$ cat src/rtl/mc_controller_pkg.sv
// Shared types and encodings for the multicycle MIPS control unit.
// ALU encodings match the single-cycle core so both designs share one ALU.
package mc_controller_pkg;

  typedef logic       u1;
  typedef logic [1:0] u2;
  typedef logic [2:0] u3;
  typedef logic [3:0] u4;
  typedef logic [5:0] u6;

  typedef enum logic [3:0] {
    FETCH   = 4'd0,
    DECODE  = 4'd1,
    MEMADR  = 4'd2,
    MEMRD   = 4'd3,
    MEMWB   = 4'd4,
    MEMWR   = 4'd5,
    RTYPEEX = 4'd6,
    RTYPEWB = 4'd7,
    BEQEX   = 4'd8,
    ADDIEX  = 4'd9,
    ADDIWB  = 4'd10,
    JEX     = 4'd11
  } statetype_t;

  localparam u6 OP_LW    = 6'b100011;
  localparam u6 OP_SW    = 6'b101011;
  localparam u6 OP_RTYPE = 6'b000000;
  localparam u6 OP_BEQ   = 6'b000100;
  localparam u6 OP_ADDI  = 6'b001000;
  localparam u6 OP_J     = 6'b000010;

  localparam u6 FUNCT_ADD = 6'b100000;
  localparam u6 FUNCT_SUB = 6'b100010;
  localparam u6 FUNCT_AND = 6'b100100;
  localparam u6 FUNCT_OR  = 6'b100101;
  localparam u6 FUNCT_SLT = 6'b101010;

  localparam u3 ALU_AND = 3'b000;
  localparam u3 ALU_OR  = 3'b001;
  localparam u3 ALU_ADD = 3'b010;
  localparam u3 ALU_SUB = 3'b110;
  localparam u3 ALU_SLT = 3'b111;

  localparam u2 ALUOP_ADD   = 2'b00;
  localparam u2 ALUOP_SUB   = 2'b01;
  localparam u2 ALUOP_FUNCT = 2'b10;

  localparam u2 SRCB_REG   = 2'b00;
  localparam u2 SRCB_FOUR  = 2'b01;
  localparam u2 SRCB_IMM   = 2'b10;
  localparam u2 SRCB_IMMSH = 2'b11;

  localparam u2 PC_ALU    = 2'b00;
  localparam u2 PC_ALUOUT = 2'b01;
  localparam u2 PC_JUMP   = 2'b10;

endpackage

$ cat src/rtl/mc_controller_aludec.sv
// ALU control decoder: aluop and funct to alucont.
// Behaviour is identical to the single-cycle decoder; unknown codes fall back to add.
module mc_controller_aludec
  import mc_controller_pkg::*;
(
  input  logic [5:0] funct,
  input  logic [1:0] aluop,
  output logic [2:0] alucont
);

  always_comb begin
    alucont = ALU_ADD;
    case (aluop)
      ALUOP_ADD: alucont = ALU_ADD;
      ALUOP_SUB: alucont = ALU_SUB;
      ALUOP_FUNCT: begin
        case (funct)
          FUNCT_ADD: alucont = ALU_ADD;
          FUNCT_SUB: alucont = ALU_SUB;
          FUNCT_AND: alucont = ALU_AND;
          FUNCT_OR:  alucont = ALU_OR;
          FUNCT_SLT: alucont = ALU_SLT;
          default:   alucont = ALU_ADD;
        endcase
      end
      default:   alucont = ALU_ADD;
    endcase
  end

endmodule

$ cat src/rtl/mc_controller.sv
// Moore control FSM for the multicycle MIPS datapath.
//   state   | meaning
//   FETCH   | read instr at PC, PC <= PC+4
//   DECODE  | read regs, precompute branch target
//   MEMADR  | compute lw/sw address
//   MEMRD   | read data memory
//   MEMWB   | write loaded word to rt
//   MEMWR   | write store data to memory
//   RTYPEEX | R-type ALU operation
//   RTYPEWB | write R-type result to rd
//   BEQEX   | compare, branch if zero
//   ADDIEX  | add immediate
//   ADDIWB  | write addi result to rt
//   JEX     | load jump target into PC
module mc_controller
  import mc_controller_pkg::*;
(
  input  logic       clk,
  input  logic       reset,
  input  logic [5:0] op,
  input  logic [5:0] funct,
  input  logic       zero,
  output logic       iord,
  output logic       memwrite,
  output logic       irwrite,
  output logic       regdst,
  output logic       memtoreg,
  output logic       regwrite,
  output logic       alusrca,
  output logic [1:0] alusrcb,
  output logic [1:0] pcsrc,
  output logic       pcen,
  output logic [2:0] alucont,
  output logic       instr_done,
  output logic [3:0] state
);

  statetype_t state_q, state_d;
  logic [1:0] aluop;
  logic       pcwrite, branch;
  logic       memwrite_s, irwrite_s, regwrite_s, done_s;

  always_ff @(posedge clk) begin
    if (reset) state_q <= FETCH;
    else       state_q <= state_d;
  end

  always_comb begin
    state_d    = FETCH;
    iord       = 1'b0;
    memwrite_s = 1'b0;
    irwrite_s  = 1'b0;
    regdst     = 1'b0;
    memtoreg   = 1'b0;
    regwrite_s = 1'b0;
    alusrca    = 1'b0;
    alusrcb    = SRCB_REG;
    pcsrc      = PC_ALU;
    aluop      = ALUOP_ADD;
    pcwrite    = 1'b0;
    branch     = 1'b0;
    done_s     = 1'b0;
    case (state_q)
      FETCH: begin
        state_d   = DECODE;
        alusrcb   = SRCB_FOUR;
        irwrite_s = 1'b1;
        pcwrite   = 1'b1;
      end
      DECODE: begin
        alusrcb = SRCB_IMMSH;
        case (op)
          OP_LW, OP_SW: state_d = MEMADR;
          OP_RTYPE:     state_d = RTYPEEX;
          OP_BEQ:       state_d = BEQEX;
          OP_ADDI:      state_d = ADDIEX;
          OP_J:         state_d = JEX;
          default: begin
            // unknown opcode retires as a nop right here
            state_d = FETCH;
            done_s  = 1'b1;
          end
        endcase
      end
      MEMADR: begin
        state_d = (op == OP_SW) ? MEMWR : MEMRD;
        alusrca = 1'b1;
        alusrcb = SRCB_IMM;
      end
      MEMRD: begin
        state_d = MEMWB;
        iord    = 1'b1;
      end
      MEMWB: begin
        memtoreg   = 1'b1;
        regwrite_s = 1'b1;
        done_s     = 1'b1;
      end
      MEMWR: begin
        iord       = 1'b1;
        memwrite_s = 1'b1;
        done_s     = 1'b1;
      end
      RTYPEEX: begin
        state_d = RTYPEWB;
        alusrca = 1'b1;
        aluop   = ALUOP_FUNCT;
      end
      RTYPEWB: begin
        regdst     = 1'b1;
        regwrite_s = 1'b1;
        done_s     = 1'b1;
      end
      BEQEX: begin
        alusrca = 1'b1;
        aluop   = ALUOP_SUB;
        pcsrc   = PC_ALUOUT;
        branch  = 1'b1;
        done_s  = 1'b1;
      end
      ADDIEX: begin
        state_d = ADDIWB;
        alusrca = 1'b1;
        alusrcb = SRCB_IMM;
      end
      ADDIWB: begin
        regwrite_s = 1'b1;
        done_s     = 1'b1;
      end
      JEX: begin
        pcsrc   = PC_JUMP;
        pcwrite = 1'b1;
        done_s  = 1'b1;
      end
      default: state_d = FETCH;
    endcase
  end

  // Enables are masked during reset so an aborted state cannot commit anything.
  assign memwrite   = memwrite_s & ~reset;
  assign irwrite    = irwrite_s  & ~reset;
  assign regwrite   = regwrite_s & ~reset;
  assign instr_done = done_s     & ~reset;
  assign pcen       = (pcwrite | (branch & zero)) & ~reset;
  assign state      = state_q;

  mc_controller_aludec u_aludec (
    .funct   (funct),
    .aluop   (aluop),
    .alucont (alucont)
  );

endmodule
$ cat config.mk
export PLATFORM = sky130hd
export DESIGN_NAME = mc_controller
export DESIGN_NICKNAME = d
export VERILOG_FILES = /design/src/rtl/mc_controller_pkg.sv /design/src/rtl/mc_controller_aludec.sv /design/src/rtl/mc_controller.sv
export SDC_FILE = /design/constraint.sdc
export NUM_CORES = 1
export LEC_CHECK = 0
export ABC_AREA = 1
export ABC_CLOCK_PERIOD_IN_PS = 1800
export BUFFER_PORTS_ARGS = -buffer_cell sky130_fd_sc_hd__buf_2
export CAP_MARGIN = 20
export CORE_UTILIZATION = 40
export CTS_CLUSTER_SIZE = 28
export DETAILED_ROUTE_END_ITERATION = 7
export PLACE_DENSITY = 0.75
export SLEW_MARGIN = 10
export SYNTH_ARGS = -nofsm -noshare
export SYNTH_HDL_FRONTEND = slang
export SYNTH_SLANG_ARGS = --single-unit
$ cat constraint.sdc
create_clock -name clk -period 1.8 [get_ports clk]
set_input_delay 0.09 -clock clk [delete_from_list [all_inputs] [get_ports clk]]
set_output_delay 0.09 -clock clk [all_outputs]
set_load 0.005 [all_outputs]
Yosys cells after proc, flatten, opt, wreduce, memory -nomap -nowiden --
Index checks and enable logic that the tools add are counted.
Storage, ports and cells: output and inout port bits 20, flip-flop bits (word level) 4, input port bits 15
Cells by class: equal/unequal tests 22, muxes and demuxes 19, reductions and logical operators 10, bitwise operators 8
Operators with widths (count):
- $eq 6x6->1 const B | 6
- $pmux 4 s6 | 1
- $pmux 4 s5 | 1
- $eq 4x3->1 const B | 4
- $eq 4x4->1 const B | 4
- $pmux 3 s4 | 1
- $reduce_or 6->1 | 2
- $mux 1 | 10
- $eq 4x2->1 const B | 2
- $pmux 2 s2 | 2
- $reduce_or 2->1 | 4
- $and 1x1->1 | 6
- $eq 6x2->1 const B | 1
- $eq 6x3->1 const B | 1
- $eq 6x4->1 const B | 1
- $logic_not 6->1 | 1
- $pmux 2 s3 | 1
- $pmux 3 s2 | 1
- $eq 4x1->1 const B | 1
- $logic_not 4->1 | 1
- $reduce_or 4->1 | 1
- $mux 3 | 1
- $reduce_or 3->1 | 1
- $eq 2x1->1 const B | 1
- 4 further kinds | 4

Logic depth before layout (Yosys ltp) --
depth after elaboration 5, mapped depth 8, gate-level depth less buffers 8

Cells and area by module --
Synthesis repeated with hierarchy kept, for this count alone.
Unflattened totals: cell total of the unflattened synthesis 127, area total of the unflattened synthesis 628.1 µm²
By module, submodules not included:
- mc_controller | sequential area each 80.1 µm², area each 454.2 µm², instances 1, cells an instance 90
- mc_controller_aludec | sequential area each 0.0 µm², area each 173.9 µm², instances 1, cells an instance 37

Worst setup path after synthesis --
No wires, ideal clock.
kind register to output, start point register state_q[3] (netlist: state[3]), end point output alucont[2], stages on the path, launching flop included 8, arrival 1.425 ns, setup slack 0.285 ns, path through dfxtp_1 -> inv_2 -> nor2_1 -> inv_1 -> nor2_1 -> inv_1 -> ha_1 -> a21boi_0
On the way: word-level cells in the longest chain between the ends 4, elaborated cells between the ends (all ways) 6
RTL lines:
- start, declared | line mc_controller.sv:38 | statetype_t state_q, state_d;
- start signal, assigned | line mc_controller.sv:45 | else state_q <= state_d;
- $eq 4x4->1 or $eq 4x3->1 (tied branches) | line mc_controller.sv:63 | case (state_q)
- $pmux 2 s2 * | line mc_controller.sv:63
- $eq 2x2->1 or $eq 2x1->1 (tied branches) | line mc_controller_aludec.sv:13 | case (aluop)
- $pmux 3 s2 * | line mc_controller_aludec.sv:13
- end, declared | line mc_controller.sv:33 | output logic [2:0] alucont,
Every way passes the cells marked *; elsewhere a longest branch is shown, timed or not.

Final worst setup path --
Same ends and word-level chain as after synthesis.

==> impl_metrics.yaml <==
status:
  outcome: "completed"
power_and_ir_drop:
  max-vdd-ir-drop_uv: 247
  power_leakage_nw: 0.468
  powerDensity_nw_per_um2: 368
  p_total_mw: 0.299
setup_path:
  endpoint_kind: "primary output"
  reg2reg_depth: 7
  critPathMaxStageDelay_ns: 0.36
  worstPathArrival_ns: 1.61
  slowest_stage: "dfxtp_4"
  worstPathCellList: "inv_2, nor2_4, inv_1, nor2_2, inv_1, ha_1, a21boi_1, buf_2"
  critPathMaxFanout: 4
  rrSetupSlack_ns: 0.52
  r2r_end: "state[2]"
  r2r-start: "state[2]"
  critPathMostFrequentCell: "inv_1"
  cp-start-kind: "flip-flop"
  required_ns: 1.71
  crit_type: "flip-flop to primary output"
cts:
  cts_tree: "done"
  cts_sinks: 4
  root_buffer: "clkbuf_4"
  cts-htree-levels: 1
  cts_buffer_depth: 2
  clk_pin_slew_worst_paths_ns: 0.04
  numCtsBuffers: 3
  clk_latency_ns: 0.24
global_route:
  grt_overflow_total: 0
  grt_max_degree: 10
  grt_antenna_before_repair: 0
  grt_usage: 0.231
  grt_pass1_vias: 639
  grt_pass1_wl_um: 2470
floorplanning:
  rows: 13
  die_x_um: 39.6
  dieArea_um2: 1570
  coreArea_um2: 1320
  ioPinCount: 35
  initial_utilization: 0.430
  die_h_um: 39.6
final_layout:
  drive_gt1_frac: 0.397
  insertedDiodeCount: 0
  final_nets: 161
  final_cell_area_um2: 813
  area_growth_pct: 43.5
  postLayoutCoreUtil: 0.617
  largest_reg_flops: 4
  fill_cells: 139
synthesis:
  ys_types: 23
  syn_area_per_cell_um2: 5.50
  yosysSeqAreaShare: 0.141
  synth_edf_count: 0
  yosys_register_bits: 4
  syn_area_um2: 567
  synthArstFlopShare: 0
  synth-main-ff-cell: "dfxtp_1"
  synth_nets: 121
  ys.warnings.count: 0
  synthCells: 103
drt:
  first_iter_violations: 7
  ant_nets: 0
  wire_per_inst_um: 10.6
  drc: 0
  firstDrtPassIters: 4
  wirelength_um: 1650
  vias_per_cell: 4.98
  vias: 777
timing:
  fin_skew_ns: 0.00297
  finalSetupViolCount: 0
  period_share: 0.946
  tightestPinTransition_ns: 0.299
  final_hold_viol_count: 0
  period_needed_ns: 1.70
  setup_slack_ns: 0.0976
  max_freq_mhz: 587
  drv_slew: 0
  slew_headroom: 0.800
worst_hold_path:
  hold_end: "state[3]"
  hold_path_class: "primary input to flip-flop"
  worstHoldStart: "reset"
  whs_path_depth: 2
placed_design:
  numPortBuffers: 34
  dp_hpwl_um: 1320
  dp_slack_ns: 0.159
  dpl-instance-area_um2: 759
  gp_congestion: 0.756
run:
  maxCapViolCount: 0
-- cells in the final DEF (no fill, tap or decap) --
master,n
buf_2,34
nor2_1,18
nand2_1,17
inv_1,14
nand3_1,11
inv_2,7
a21oi_1,7
nor2_4,4
clkbuf_4,3
dfxtp_1,3
nand3b_1,2
nor2_2,2
nor3_1,2
o22ai_1,2
ha_1,2
buf_4,2
nand2_2,1
nor3_4,1
o31ai_1,1
a21boi_1,1
nand4_1,1
clkinv_1,1
a211oi_1,1
o21ai_1,1
o21bai_1,1
ha_2,1
dfxtp_4,1
-- final cells by class --
type	instances	area [um2]	area share
multi-input cells	76	420	0.517
flip-flops and latches	4	83.8	0.103
well taps	15	18.8	0.0231
repair buffers	36	185	0.228
inverters	22	82.6	0.102
clock buffers	3	22.5	0.0277
-- critical path, delay by kind of cell (launching register included) --
family	cells	cell delay (ns)
buffers and inverters	4	0.33
adders and majority gates	1	0.30
DFF	1	0.36
and+or+nand+nor	2	0.23
AOI/OAI and AO/OA	1	0.15
-- repair_timing --
item                       CTS  global route
gates resized for setup      3             6
setup endpoints to repair    3             3
pin swaps                    1             1
buffers inserted             1             0
hold buffers                 0             0
-- worst max path at each step --
| stage | start | end | slack, ns | depth (start not counted) |
|---|---|---|---|---|
| floorplan | state[3] | alucont[2] | 0.29 | 7 |
| global placement | state[3] | alucont[2] | 0.24 | 8 |
| detailed placement | state[3] | alucont[2] | 0.16 | 8 |
| CTS | state[3] | alucont[2] | 0.03 | 8 |
| global route | state[2] | alucont[2] | -0.009 | 8 |
| finish | state[3] | alucont[2] | 0.1 | 8 |
-- routing by layer --
layer,up-vias,track usage,wire length (um),part of all wire
met3,2,0.0341,74,0.045
li1,406,-,-,-
met2,29,0.443,857,0.52
met4,0,0.0517,17,0.010
met5,-,0,0,0
met1,340,0.261,699,0.42
-- stage by stage --
step	TNS, ns	hold slack (ns)	std cells
floorplan	0	0.299	103
global placement	0	0.373	152
detailed placement	0	0.378	152
CTS	0	0.130	156
global route	-0.00942	0.142	156
finish	0	0.117	156
-- kinds of logic (layout without fill, tap and decap cells) --
logic type | count (synthesis) | count (layout) | synth area share
and+or+nand+nor | 59 | 59 | 0.495
buffers and inverters | 23 | 61 | 0.152
AOI/OAI and AO/OA | 14 | 14 | 0.146
DFF | 4 | 4 | 0.141
adders and majority gates | 3 | 3 | 0.0662
-- where the power goes --
group          switching, mW  total [mW]  internal, mW
clock network         0.0377       0.112        0.0746
logic                 0.0514      0.0911        0.0397
registers            0.00493      0.0958        0.0909
total                 0.0941       0.299         0.205
-- Yosys cell counts (all sizes together) (2+ instances only) --
| cell | n | area (um2) |
|---|---|---|
| nor2 | 24 | 108 |
| inv | 21 | 78.8 |
| nand2 | 18 | 70.1 |
| nand3 | 11 | 55.1 |
| a21oi | 7 | 35.0 |
| dfxtp | 4 | 80.1 |
| ha | 3 | 37.5 |
| nor3 | 3 | 26.3 |
| nand3b | 2 | 15.0 |
| o22ai | 2 | 12.5 |
Note: power is estimated with default switching activity, not from simulation.
